===== src/rtl/keypad_display_ctrl.sv =====
// Keypad-to-display controller: keeps the two most recent hex keys and time-multiplexes
// one shared seven-segment decoder across the left and right digits with a dark gap between.
module keypad_display_ctrl #(
  parameter int unsigned MUX_PERIOD = 48000,
  parameter int unsigned GAP_CYCLES = 480
) (
  input  logic       clk,
  input  logic       reset,
  input  logic       keyValid,
  input  logic [3:0] keyCode,
  output logic [3:0] digitVal,
  output logic       blank,
  output logic [1:0] anode,
  output logic [3:0] newest,
  output logic [3:0] older,
  output logic [1:0] loaded
);

  localparam logic [1:0] StShowL = 2'd0;
  localparam logic [1:0] StGapLR = 2'd1;
  localparam logic [1:0] StShowR = 2'd2;
  localparam logic [1:0] StGapRL = 2'd3;

  localparam logic [15:0] MuxLast = 16'(MUX_PERIOD - 1);
  localparam logic [15:0] GapLast = 16'(GAP_CYCLES - 1);

  logic [1:0]  state_q, state_d;
  logic [15:0] cnt_q;
  logic        phase_last;
  logic [3:0]  digit_d;
  logic        blank_d;
  logic [1:0]  anode_d;

  // Key history shifts on every pulse, back-to-back pulses included.
  always_ff @(posedge clk or negedge reset) begin
    if (!reset) begin
      newest <= 4'h0;
      older  <= 4'h0;
      loaded <= 2'b00;
    end else if (keyValid) begin
      older  <= newest;
      newest <= keyCode;
      loaded <= {loaded[0], 1'b1};
    end
  end

  always_comb begin
    phase_last = (state_q == StShowL || state_q == StShowR) ? (cnt_q == MuxLast)
                                                            : (cnt_q == GapLast);
    state_d = state_q;
    unique case (state_q)
      StShowL: state_d = StGapLR;
      StGapLR: state_d = StShowR;
      StShowR: state_d = StGapRL;
      StGapRL: state_d = StShowL;
      default: state_d = StGapRL;
    endcase
  end

  // Display outputs only change on the entering edge, so a key landing mid-phase
  // waits for the next SHOW entry of its digit.
  always_comb begin
    digit_d = digitVal;
    blank_d = 1'b1;
    anode_d = 2'b11;
    unique case (state_d)
      StShowL: begin
        digit_d = older;
        blank_d = !loaded[1];
        anode_d = loaded[1] ? 2'b01 : 2'b11;
      end
      StShowR: begin
        digit_d = newest;
        blank_d = !loaded[0];
        anode_d = loaded[0] ? 2'b10 : 2'b11;
      end
      default: begin
        blank_d = 1'b1;
        anode_d = 2'b11;
      end
    endcase
  end

  always_ff @(posedge clk or negedge reset) begin
    if (!reset) begin
      state_q  <= StGapRL;
      cnt_q    <= 16'h0000;
      digitVal <= 4'h0;
      blank    <= 1'b1;
      anode    <= 2'b11;
    end else if (phase_last) begin
      state_q  <= state_d;
      cnt_q    <= 16'h0000;
      digitVal <= digit_d;
      blank    <= blank_d;
      anode    <= anode_d;
    end else begin
      cnt_q <= cnt_q + 16'd1;
    end
  end

endmodule

===== config.mk =====
export PLATFORM = sky130hd
export DESIGN_NAME = keypad_display_ctrl
export DESIGN_NICKNAME = d
export VERILOG_FILES = /design/src/rtl/keypad_display_ctrl.sv
export SDC_FILE = /design/constraint.sdc
export NUM_CORES = 1
export LEC_CHECK = 0
export ABC_AREA = 1
export CELL_PAD_IN_SITES_DETAIL_PLACEMENT = 1
export CELL_PAD_IN_SITES_GLOBAL_PLACEMENT = 2
export CORE_MARGIN = 5
export CORE_UTILIZATION = 32
export CTS_CLUSTER_DIAMETER = 150
export DETAILED_ROUTE_END_ITERATION = 8
export GPL_TIMING_DRIVEN = 0
export PLACE_DENSITY = 0.77
export SETUP_SLACK_MARGIN = 0.1
export SLEW_MARGIN = 20
export SYNTH_ARGS = -nofsm -noshare
export SYNTH_HDL_FRONTEND = slang
export SYNTH_SLANG_ARGS = --single-unit

===== constraint.sdc =====
create_clock -name clk -period 2.3 [get_ports clk]
set_input_delay 0.69 -clock clk [delete_from_list [all_inputs] [get_ports clk]]
set_output_delay 0.69 -clock clk [all_outputs]
set_load 0.005 [all_outputs]

---- Word-level counts from Yosys, hierarchy flattened ----
Cells that the tools add are included.
storage, ports and cells
  flip-flop bits (word level) ............. 35
  latch bits .............................. 0
  memory bits (writable) .................. 0
  ROM bits ................................ 0
  output and inout bits ................... 17
  word-level logic and storage cells ...... 30
  memories kept ........................... 0
cells by class
  add/subtract/negate cells ............... 1
  multipliers ............................. 0
  div/mod/pow operators ................... 0
  order comparisons ....................... 0
  eq/ne operators ......................... 6
  shift-type cells ........................ 0
  mux-type cells .......................... 8
  bitwise operators ....................... 0
  reductions and logical operators ........ 7
operator list
  kind                     number
  $add A16 B1 Y16 const B  1
  $eq A16 B16 Y1 const B   1
  $eq A16 B9 Y1 const B    1
  $mux W16                 1
  $pmux W2 S4              1
  $pmux W4 S2              1
  $eq A2 B2 Y1 const B     3
  $logic_not A2 Y1         2
  $pmux W2 S2              1
  $eq A2 B1 Y1 const B     1
  $logic_not A1 Y1         2
  $mux W1                  2
  $mux W2                  1
  $pmux W1 S2              1
  $reduce_and A2 Y1        1
  $reduce_bool A2 Y1       1
  $logic_or A1 B1 Y1       1

---- Longest topological paths before layout ----
  word-level depth ........................ 5
  mapped depth ............................ 11

---- Worst setup path after synthesis ----
OpenSTA, ideal clock, no wires.
  path type ............................... register to register
  start ................................... reg state_q[0]
  end ..................................... reg digitVal[0]
  arrival time ............................ 1.517 ns
  data required time ...................... 2.183 ns
  path slack .............................. 0.666 ns
  cell stages (with the launch flop) ...... 9
  path buffers ............................ 0
  clock period less this slack ............ 1.634 ns
  cells stage by stage .................... dfstp_2 > inv_1 > ha_1 > nor2_1 > nand2_1 > o21ai_1 > nand4_1 > nand2_1 > nand2_1
on the way
  cells in the longest elaborated chain, start to end .. 5
  elaborated cells on any way between the ends .. 12
ends and longest elaborated chain
  element                                           RTL line  RTL
  start, declared                                   27        logic [1:0] state_q, state_d;
  start signal, assigned                            86        state_q <= StGapRL;
  start signal, assigned                            92        state_q <= state_d;
  $eq A2 B2 Y1, or another cell as far along        51        unique case (state_q)
  $pmux W2 S4                                       51
  $eq A2 B2 Y1 or $logic_not A2 Y1 (tied branches)  66        unique case (state_d)
  $reduce_bool A2 Y1 (no line)                      --
  $reduce_and A2 Y1 (no line)                       --
  end signal, assigned                              94        digitVal <= digit_d;
  end, declared                                     11        output logic [3:0] digitVal,
Parallel ways exist; a longest one is shown, timed or not.
A chain may end at the register's enable or synchronous reset.

---- Worst setup path after layout ----
  start ................................... reg anode[0]
  end ..................................... out anode[0]
RTL lines
  element                 RTL line  RTL
  start, declared         13        output logic [1:0] anode,
  start signal, assigned  96        anode <= anode_d;
No word-level cell between the ends.

==> results.ini <==
[clock_tree]
clockBufferDepth=2
postCtsResizedCells=0
clk_pin_slew_ps=70
cts_setup_buffers=0
cts_tree=yes
hold_buffers=0
numCtsBuffers=5
cts.sinks=35
insertion_delay_ps=290
htree_num_levels=2
clock_tree.root_cell=clkbuf_8

[hold_path]
hold_path.class=in2async

[worst_setup_path]
cp-start-kind=flop
crit_chain=clkdlybuf4s50_1
rr_worst_depth=9
critPathRequiredTime_ps=1610
critPathTopFamily=flip-flops
cpMaxStageDelayCell=dfstp_2
crit_arrival_ps=1330
cp_max_fo=2
path_depth=1
slowest_delay_ps=540
end_kind=output port
critical_path_class=reg2out
crit_buf_inv=1

[logic_synthesis]
synthTopCellsByArea=dfrtp_1 42%, nand2_1 13%, dfstp_2 7.3%
synth_area_per_cell_um2=7.99
syn-cell-area_um2=1800
yosys.area.top_type_share_pct=41.8
synth_cell_types=27
synth_seq_cells=35
synth_seq_area_share_pct=49.1
synth_top_cell_by_area=dfrtp_1
syn-num-nets=238
synthCells=225
yosys_warnings=0

[pwr]
combPwrFrac_pct=6.4
power_leakage_nw=1.11
p_int_w=0.00103
swShare_pct=21.4
p_sw_w=0.000280
seqPwrFrac_pct=49.2
power.density_nw_per_um2=579
vdd_ir_drop_max_mv=0.333
clkPwrFrac_pct=44.4

[job]
cap_violations=0

[route]
initialDrtViolationCount=28
wl_per_cell_um=12.7
vias_per_cell=4.50
drc=0
vias=1479
drt-total-wl_mm=4.16
first_pass_iters=2
drt.antenna.violating_nets=0

[layout]
nets=269
layout_common_cells=62 x nand2_1, 34 x inv_1, 32 x nor2_1
final_common_cell=nand2_1
antenna_cells=0
drive_gt1_share_pct=12.5
seq_area_um2=882
post-route-util_pct=41.2
fill_cells=685
multi_input_area_um2=763
syn_to_final_growth_pct=25.6

[placed_design]
place.gp.congestion=0.757
port_buffers=23
dp_hpwl_mm=3.16

[floorplan]
die_w_um=84.9
ios=24
die-area_um2=7210
rows=27
start_util_pct=32.8
die_h_um=84.9
coreArea_um2=5470

[global_routing]
overflow=0
antenna_found_initial=0
track_usage_pct=12.7
grt_max_degree=22
grt_pass1_wl_mm=7.25
grt_pass1_vias=1559

[sta]
period_needed_ps=2020
tightest_slew_ps=426
fin_crit_sh_pct=87.7
whs_ps=331
fin_skew_ps=8.17
rsz0062_at_grt=no
slew_violations=0
setup_viol=0
maxSlewHeadroom_pct=71.6
finalHoldViolCount=0
max_freq_mhz=496

[run_status]
status=finished clean

per-layer routing:
| metal | vias up | GRT usage, % | wire length [µm] |
|---|---|---|---|
| met5 | - | 0 | 0 |
| met3 | 9 | 3.69 | 184 |
| li1 | 746 | - | - |
| met1 | 703 | 15.0 | 1880 |
| met2 | 21 | 21.5 | 2020 |
| met4 | 0 | 5.18 | 74 |
power groups by stage:
stage	combinational [W]	clock [W]	sequential (W)
2_1_floorplan	0.0000199	0	0.000654
3_3_place_gp	0.0000812	0	0.000655
3_5_place_dp	0.0000868	0	0.000655
4_1_cts	0.0000872	0.000599	0.000644
5_1_grt	0.0000951	0.000628	0.000647
6_report	0.0000837	0.000580	0.000644
kinds of logic after synthesis:
logic type               count (synthesis)  synth area share [%]
AO/OA/AOI/OAI                           21                  6.34
XOR/XNOR                                 4                  1.95
adder cells (fa/ha/maj)                  6                  4.18
buffers and inverters                   38                  8.43
flip-flops                              35                  49.1
AND/OR/NAND/NOR                        121                  30.0
state kept, by name (all words and copies together) (netlist names):
name and count:
loaded 2, digitVal 4, newest 4, blank 1
state_q 2, older 4, anode 2, cnt_q 16
area by class of cell:
| cell class | count | share of cell area, % |
|---|---|---|
| Buffer | 3 | 0.887 |
| Timing Repair Buffer | 24 | 11.2 |
| Inverter | 35 | 5.82 |
| Multi-Input combinational cell | 152 | 33.8 |
| Sequential cell | 35 | 39.1 |
| Tap cell | 72 | 3.99 |
| Clock inverter | 2 | 1.55 |
| Clock buffer | 6 | 3.66 |
final timing paths:
kind / slack, ps / start / endpoint
min reg2reg: 480 / cnt_q[0] / cnt_q[0]
min: 330 / reset / cnt_q[2]
min in group clk: 480 / cnt_q[0] / cnt_q[0]
max reg2reg: 360 / state_q[0] / digitVal[3]
max: 280 / anode[0] / anode[0]
max in group asynchronous: 1450 / reset / state_q[0]
stage by stage:
step / instance area [µm²] / power, W / cells / setup slack, ps / TNS [ps]
floorplan: 1800 / 0.000674 / 225 / 666 / 0
global placement: 2120 / 0.000737 / 320 / -370 / -11070
detailed placement: 2140 / 0.000742 / 321 / 329 / 0
CTS: 2260 / 0.00133 / 329 / 264 / 0
global route: 2260 / 0.00137 / 329 / 193 / 0
finish: 2260 / 0.00131 / 329 / 283 / 0
synthesized netlist by cell type:
library cell	count
a21oi_1	1
buf_2	1
buf_6	1
clkbuf_1	1
dfrtp_1	30
dfstp_2	5
ha_1	6
inv_1	34
inv_2	1
nand2_1	62
nand2_2	3
nand3_1	7
nand3_2	3
nand4_1	2
nor2_1	32
nor2_2	3
nor2_4	2
nor3_1	4
nor3_2	1
nor3b_2	1
o211ai_1	1
o21ai_0	15
o21ai_1	1
o21bai_1	2
o22ai_1	1
or2_2	1
xor2_1	4
No activity file was read; power rests on OpenSTA's default activity.
